## config.mk

```make
export PLATFORM = sky130hd
export DESIGN_NAME = tex_sampler
export DESIGN_NICKNAME = d
export VERILOG_FILES = /design/src/rtl/tex_sampler.sv
export SDC_FILE = /design/constraint.sdc
export NUM_CORES = 1
export LEC_CHECK = 0
export CORE_MARGIN = 2
export CORE_UTILIZATION = 48
export DETAILED_ROUTE_END_ITERATION = 7
export PLACE_DENSITY = 0.77
export SLEW_MARGIN = 20
export SYNTH_ARGS = -nofsm -noshare
export SYNTH_HDL_FRONTEND = slang
export SYNTH_SLANG_ARGS = --single-unit
```

## constraint.sdc

```tcl
create_clock -name pixel_clk_in -period 1.9 [get_ports pixel_clk_in]
set_clock_uncertainty 0.05 [all_clocks]
set_input_delay 0.38 -clock pixel_clk_in [delete_from_list [all_inputs] [get_ports pixel_clk_in]]
set_output_delay 0.38 -clock pixel_clk_in [all_outputs]
set_load 0.005 [all_outputs]
```

## src/rtl/tex_sampler.sv

```systemverilog
// Texture sampler: maps a wall hit and screen row to a texel address, divides the
// row offset by the projected wall height, fetches the texel and hands it downstream.
module tex_sampler #(
  parameter int unsigned NUM_TEX     = 4,
  parameter int unsigned TEX_ID_BASE = 3,
  parameter int unsigned TEX_W_LOG2  = 7,
  parameter int unsigned TEX_H_LOG2  = 7,
  parameter int unsigned PIXEL_WIDTH = 8,
  parameter int unsigned ROM_LATENCY = 2
) (
  input  logic                             pixel_clk_in,
  input  logic                             rst_n_in,
  input  logic                             req_valid_in,
  output logic                             req_ready_out,
  input  logic [15:0]                      wallX_in,
  input  logic                             flip_in,
  input  logic [7:0]                       lineheight_in,
  input  logic [9:0]                       drawstart_in,
  input  logic [7:0]                       vcount_ray_in,
  input  logic [3:0]                       texture_in,
  output logic [TEX_W_LOG2+TEX_H_LOG2-1:0] rom_addr_out,
  output logic [$clog2(NUM_TEX)-1:0]       rom_sel_out,
  output logic                             rom_en_out,
  input  logic [PIXEL_WIDTH-1:0]           rom_data_in,
  output logic [PIXEL_WIDTH-1:0]           tex_pixel_out,
  output logic                             valid_tex_out,
  input  logic                             out_ready_in
);

  localparam int unsigned TEX_W  = 1 << TEX_W_LOG2;
  localparam int unsigned TEX_H  = 1 << TEX_H_LOG2;
  localparam int unsigned ADDR_W = TEX_W_LOG2 + TEX_H_LOG2;
  localparam int unsigned NUM_W  = 10 + TEX_H_LOG2;
  localparam int unsigned SEL_W  = $clog2(NUM_TEX);
  localparam int unsigned CNT_W  = 8;

  typedef enum logic [1:0] {IDLE, DIVIDE, FETCH, OUT} state_t;

  state_t                  state_q, state_d;
  logic [NUM_W-1:0]        num_q, num_d;
  logic [NUM_W-1:0]        quo_q, quo_d;
  logic [7:0]              rem_q, rem_d;
  logic [7:0]              div_q, div_d;
  logic [TEX_W_LOG2-1:0]   u_q, u_d;
  logic [SEL_W-1:0]        sel_q, sel_d;
  logic [CNT_W-1:0]        cnt_q, cnt_d;
  logic [ADDR_W-1:0]       addr_d;
  logic [SEL_W-1:0]        rom_sel_d;
  logic                    rom_en_d;
  logic [PIXEL_WIDTH-1:0]  pix_d;
  logic                    valid_d;
  logic                    ready_d;

  // Request decode from the live inputs, only consumed on the handshake edge
  logic                    hs_c;
  logic [7:0]              u_shift_c;
  logic [TEX_W_LOG2-1:0]   u_in_c;
  logic [9:0]              off_c;
  logic [NUM_W-1:0]        num_in_c;
  logic [31:0]             tex_code_c;
  logic                    bypass_c;
  logic [SEL_W-1:0]        sel_in_c;
  logic                    unused_c;

  assign hs_c       = req_valid_in && req_ready_out;
  assign u_shift_c  = wallX_in[7:0] >> (8 - TEX_W_LOG2);
  assign u_in_c     = flip_in ? ~u_shift_c[TEX_W_LOG2-1:0] : u_shift_c[TEX_W_LOG2-1:0];
  assign off_c      = ({2'b00, vcount_ray_in} < drawstart_in) ? 10'd0
                                                              : {2'b00, vcount_ray_in} - drawstart_in;
  assign num_in_c   = {off_c, {TEX_H_LOG2{1'b0}}};
  assign tex_code_c = 32'(texture_in);
  assign bypass_c   = (tex_code_c < TEX_ID_BASE) || (tex_code_c >= TEX_ID_BASE + NUM_TEX)
                      || (lineheight_in == 8'd0);
  assign sel_in_c   = SEL_W'(tex_code_c - TEX_ID_BASE);
  assign unused_c   = ^wallX_in[15:8];

  // One restoring-division step; the remainder always stays below the 8-bit divisor
  logic [8:0]              trial_c;
  logic                    qbit_c;
  logic [7:0]              rem_next_c;
  logic [NUM_W-1:0]        quo_next_c;
  logic [TEX_H_LOG2-1:0]   v_c;

  assign trial_c    = {rem_q, num_q[NUM_W-1]};
  assign qbit_c     = trial_c >= {1'b0, div_q};
  assign rem_next_c = qbit_c ? 8'(trial_c - {1'b0, div_q}) : trial_c[7:0];
  assign quo_next_c = {quo_q[NUM_W-2:0], qbit_c};
  assign v_c        = (quo_next_c > NUM_W'(TEX_H - 1)) ? TEX_H_LOG2'(TEX_H - 1)
                                                        : TEX_H_LOG2'(quo_next_c);

  // Next-state and registered-output logic
  always_comb begin
    state_d   = state_q;
    num_d     = num_q;
    quo_d     = quo_q;
    rem_d     = rem_q;
    div_d     = div_q;
    u_d       = u_q;
    sel_d     = sel_q;
    cnt_d     = cnt_q;
    addr_d    = rom_addr_out;
    rom_sel_d = rom_sel_out;
    rom_en_d  = 1'b0;
    pix_d     = tex_pixel_out;
    valid_d   = 1'b0;

    case (state_q)
      IDLE: begin
        if (hs_c) begin
          num_d = num_in_c;
          quo_d = '0;
          rem_d = '0;
          div_d = lineheight_in;
          u_d   = u_in_c;
          sel_d = sel_in_c;
          cnt_d = '0;
          if (bypass_c) begin
            pix_d   = '0;
            state_d = OUT;
          end else begin
            state_d = DIVIDE;
          end
        end
      end
      DIVIDE: begin
        num_d = num_q << 1;
        rem_d = rem_next_c;
        quo_d = quo_next_c;
        cnt_d = cnt_q + 8'd1;
        if (cnt_q == CNT_W'(NUM_W - 1)) begin
          addr_d    = {v_c, u_q};
          rom_sel_d = sel_q;
          rom_en_d  = 1'b1;
          cnt_d     = '0;
          state_d   = FETCH;
        end
      end
      FETCH: begin
        cnt_d = cnt_q + 8'd1;
        if (cnt_q == CNT_W'(ROM_LATENCY - 1)) begin
          pix_d   = rom_data_in;
          cnt_d   = '0;
          state_d = OUT;
        end
      end
      OUT: begin
        // valid rises one cycle after entering OUT; release only once it is seen
        valid_d = 1'b1;
        if (valid_tex_out && out_ready_in) begin
          valid_d = 1'b0;
          state_d = IDLE;
        end
      end
      default: state_d = IDLE;
    endcase

    ready_d = (state_d == IDLE);
  end

  always_ff @(posedge pixel_clk_in or negedge rst_n_in) begin
    if (!rst_n_in) begin
      state_q       <= IDLE;
      num_q         <= '0;
      quo_q         <= '0;
      rem_q         <= '0;
      div_q         <= '0;
      u_q           <= '0;
      sel_q         <= '0;
      cnt_q         <= '0;
      rom_addr_out  <= '0;
      rom_sel_out   <= '0;
      rom_en_out    <= 1'b0;
      tex_pixel_out <= '0;
      valid_tex_out <= 1'b0;
      req_ready_out <= 1'b1;
    end else begin
      state_q       <= state_d;
      num_q         <= num_d;
      quo_q         <= quo_d;
      rem_q         <= rem_d;
      div_q         <= div_d;
      u_q           <= u_d;
      sel_q         <= sel_d;
      cnt_q         <= cnt_d;
      rom_addr_out  <= addr_d;
      rom_sel_out   <= rom_sel_d;
      rom_en_out    <= rom_en_d;
      tex_pixel_out <= pix_d;
      valid_tex_out <= valid_d;
      req_ready_out <= ready_d;
    end
  end

endmodule

```

After elaboration in Yosys (flattened, before gate mapping)
Cells that the tools add are included.
W data, S select, Z words.

cells by class
  add/subtract/negate cells = 4
  magnitude comparators = 5
  equality and inequality tests = 8
  muxes and demuxes = 27
  bitwise gates (word level) = 1
  reductions and logical operators = 15

operators by type and width
  operator               number
  $mux W8                7
  $pmux W17 S2           1
  $pmux W16 S2           1
  $pmux W8 S2            2
  $pmux W8 S3            1
  $gt A17 B7 Y1 const B  1
  $mux W17               1
  $mux W16               1
  $mux W7                2
  $lt A8 B10 Y1          1
  $mux W10               1
  $mux W2                5
  $sub A8 B10 Y10        1
  $ge A9 B8 Y1           1
  $add A8 B1 Y8 const B  1
  $eq A8 B1 Y1 const B   1
  $eq A8 B5 Y1 const B   1
  $logic_not A8 Y1       1
  $pmux W2 S4            1
  $reduce_and A2 Y1      4
  $sub A8 B8 Y8          1
  $not A7 Y7             1
  $ne A2 B2 Y1 const B   3
  $eq A2 B2 Y1 const B   2
  other kinds (11)       18

storage, ports and cells
  register bits = 95
  bits of input ports = 59

Longest topological paths before layout
  word-level depth = 7
  depth in mapped cells = 9
  mapped depth without buffers = 9

Least setup slack after synthesis
OpenSTA, ideal clock, no wires.

  path kind = reg-to-reg
  from = register state_q[0]
  to = register num_q[15]
  setup time = 121 ps
  arrival = 1698 ps
  data required time = 1729 ps
  path slack = 31 ps
  stages on the path, launching flop included = 8
  buffers on the path = 2
  cell sequence = dfrtp_1 > inv_1 > ha_1 > a21bo_2 > and2_1 > buf_2 > buf_6 > a22o_1

between the ends
  longest elaborated chain between the ends = 3
  elaborated cells between the ends (all ways) = 6

ends and longest elaborated chain
  item                                                                 line  text
  start, declared                                                      39    state_t state_q, state_d;
  start signal, assigned                                               177   state_q <= state_d;
  $eq A2 B1 Y1 or $logic_not A2 Y1 (tied branches)                     107   case (state_q)
  $reduce_bool A2 Y1 (no source line) or $ne A2 B2 Y1 (tied branches)  n/a
  $reduce_and A2 Y1 (no source line)                                   n/a
  end signal, assigned                                                 178   num_q <= num_d;
  end, declared                                                        40    logic [NUM_W-1:0] num_q, num_d;

Several ways; a longest one is shown, not always the timed one.
A chain may end at the register's enable or synchronous reset.

Worst setup path in the final report
  from = input port lineheight_in[7]
  to = register tex_pixel_out[7]

between the ends
  longest elaborated chain between the ends = 4

ends and longest elaborated chain
  item                                line  text
  start, declared                     17    input logic [7:0] lineheight_in,
  $logic_not A8 Y1                    73    || (lineheight_in == 8'd0);
  $logic_or A1 B1 Y1                  73
  $ne A2 B2 Y1 (no source line)       n/a
  $reduce_and A4 Y1 (no source line)  n/a
  end signal, assigned                188   tex_pixel_out <= pix_d;
  end, declared                       25    output logic [PIXEL_WIDTH-1:0] tex_pixel_out,

Every way passes these cells.

==> reports/summary.txt <==
Pre-antenna DRT Iters: 5
crit path DAT: 2050 ps
fin crit period: 1860 ps
placed wire-length estimate: 7770 microns
Worst setup SP type: input pin
hold_sp: texture_in[0]
1st-iter DRT viols: 208
share of layout cells above drive strength 1: 0.279
Ports: 86
antenna violations before repair: 0
main flop type after synthesis: dfrtp_1
slew at the pin closest to its max-slew limit: 423 ps
Mapped Avg Cell Area: 10.6 sq um
max cap viols: 0
Final Max Tran Viols: 0
global-route wire length before repair: 17800 microns
Post-route DRC: 0
Clock Power Share: 0.177
total internal power: 0.00556 W
H-tree depth: 3
initial core utilization: 0.499
post-detailed-route wirelength per cell: 16.0 microns
FF-to-FF path depth: 7
Final Hold Viols: 0
number of global-route vias before repair: 3800
number of fillers in the final layout: 647
Static Leak: 3.07 nW
CTS tree: built
Seq pwr share: 0.303
Reg clk slew, reported paths: 100 ps
pre-CTS WS: -524 ps
clk buf depth: 2
asr flop ratio synth: 1.00
Core Box Area: 0.00933 sq mm
post-route setup slack: 43.4 ps
Worst slew margin: 0.718
Post-Syn Instances: 441
worst hold path type: input pin to register
Die Footprint: 0.0105 sq mm
DR vias: 3942
Crit. End Element: register
total negative slack: 0 ps
Final setup violation count: 0
area used by multi-input combinational logic: 0.00253 sq mm
Synthesized Nets: 527
Yosys warning count: 0
commonest cells after routing, fill and taps aside: 86 x dfrtp_1, 62 x buf_4, 61 x clkdlybuf4s50_1, 41 x nand2_1, 29 x o21ai_0
Yosys reg bits: 88
insertion delay of the later-clocked pin in the worst-skew pair: 350 ps
Placement Cell Area: 0.00594 sq mm
IO Port Bufs: 76
area delta synth->final: 41.9%
Cell Pwr Density: 1370 mW/mm^2
mapped cell area: 0.00465 sq mm
storage element area: 0.00220 sq mm
grt total ovfl: 0
critical path peak fanout: 8
CP Class: input pin to register
DIE HEIGHT: 102 microns
num rows: 35
reg-to-reg endpoint: rem_q[6]$_DFFE_PN0P_
run status: finished, final reports clean
fmax: 0.539 GHz
final period utilization: 0.977
setup slack, reg-to-reg: 50 ps
Num CTS Buffers: 9
GRT Util Overall: 0.213
Final Cell Area: 0.00661 sq mm
Hold Path Cell Cnt: 2
Netlist cell types: 58
root buf cell: clkbuf_8
Worst VDD drop: 0.638 mV
global placer's final weighted congestion: 0.880
largest net degree at the start of global routing: 35
RSZ-0062 raised after global routing: yes
Logic pwr share: 0.519
RR Startpoint: div_q[0]$_DFFE_PN0P_
clock sink count: 88
Die X-Extent: 102 microns
Post-layout nets: 665
Detailed Route WL: 11400 microns
Psw: 0.00346 W
Hold Path Sink: sel_q[0]$_DFFE_PN0P_
vias per inst: 5.53
EDFF count, synth: 0
post-synthesis sequential area ratio: 0.473
CP Data Required Time: 2090 ps
most common cell after layout, fill and taps aside: dfrtp_1
switching share of total power: 0.384
final antenna-violating net count: 0
ANT cells: 0
worst max-delay path: stages:
cell	delay [ps]
clkdlybuf4s50_1	550
nor4_4	70
buf_4	150
a211oi_4	250
buf_4	180
o32ai_4	120
a221o_1	350
power by group through the flow:
stage	Clock [W]	Combinational (W)	Sequential [W]
2_1_floorplan	0	0.00250	0.00267
6_report	0.00160	0.00469	0.00274
5_1_grt	0.00169	0.00512	0.00280
4_1_cts	0.00162	0.00401	0.00271
3_5_place_dp	0	0.00389	0.00273
3_3_place_gp	0	0.00375	0.00271
layout make-up:
cell class	instances	share of cell area
multi-input cells	308	0.383
well taps	129	0.0244
clock inverters	7	0.0188
flip-flops and latches	88	0.334
inverters	28	0.0159
clock buffers	9	0.0188
repair buffers	144	0.205
how the worst max path moves through the flow:
stage                    startpoint                            to  slack, ps
5_1_grt        cnt_q[1]$_DFFE_PN0P_          cnt_q[0]$_DFFE_PN0P_        -40
2_1_floorplan  state_q[0]$_DFF_PN0_         num_q[15]$_DFFE_PN0P_         30
4_1_cts             drawstart_in[0]         num_q[13]$_DFFE_PN0P_        -30
6_report           lineheight_in[7]  tex_pixel_out[7]$_DFFE_PN0P_         40
3_5_place_dp        drawstart_in[0]         num_q[13]$_DFFE_PN0P_       -520
3_3_place_gp        drawstart_in[0]         num_q[13]$_DFFE_PN0P_       -440
synthesized netlist by cell type, types with 10 or more instances:
library cell	n	area, sq um
nand2_1	42	158
a22o_1	21	184
nor2_1	17	63.8
ha_1	25	313
o21ai_0	37	185
a21oi_1	16	80.1
inv_1	28	105
and3_1	11	68.8
dfrtp_1	87	2180
xnor2_1	11	96.3
mux2_2	10	113
registers in the layout, summed over array words and instances (netlist names), 2 cells and up:
signal	flops
sel_q	2
quo_q	16
tex_pixel_out	8
rem_q	8
u_q	7
rom_sel_out	2
rom_addr_out	14
num_q	10
div_q	8
cnt_q	8
state_q	2
metal layers:
metal	track usage	wire length [microns]	up-vias
met2	0.358	5730	126
met5	0	0	-
met3	0.0356	558	12
met4	0.0544	152	0
li1	-	-	1883
met1	0.288	4970	1921
cells by family (layout without fill, tap and decap cells):
| logic type | after synthesis | after routing | share of synthesized area |
|---|---|---|---|
| compound gates | 135 | 135 | 0.213 |
| simple gates | 114 | 114 | 0.127 |
| flops | 88 | 88 | 0.473 |
| buf+inv | 45 | 188 | 0.0430 |
| fa+ha+maj | 27 | 27 | 0.0758 |
| xor+xnor | 17 | 17 | 0.0320 |
| mux | 15 | 15 | 0.0349 |
through the flow:
step	hold slack (ps)	instances	total power, W	util
finish	265	713	0.00902	0.708
CTS	441	701	0.00834	0.671
detailed placement	302	684	0.00663	0.637
floorplan	34.4	441	0.00517	-
global placement	291	684	0.00645	0.637
global route	270	713	0.00961	0.708
timing repair:
action	4_1_cts	5_1_grt
hold buffers	1	0
pin swaps	6	28
setup endpoints to repair	23	51
buffers inserted	0	12
hold endpoints to repair	27	0
resized for setup	13	76
(Power assumes the default switching activity.)
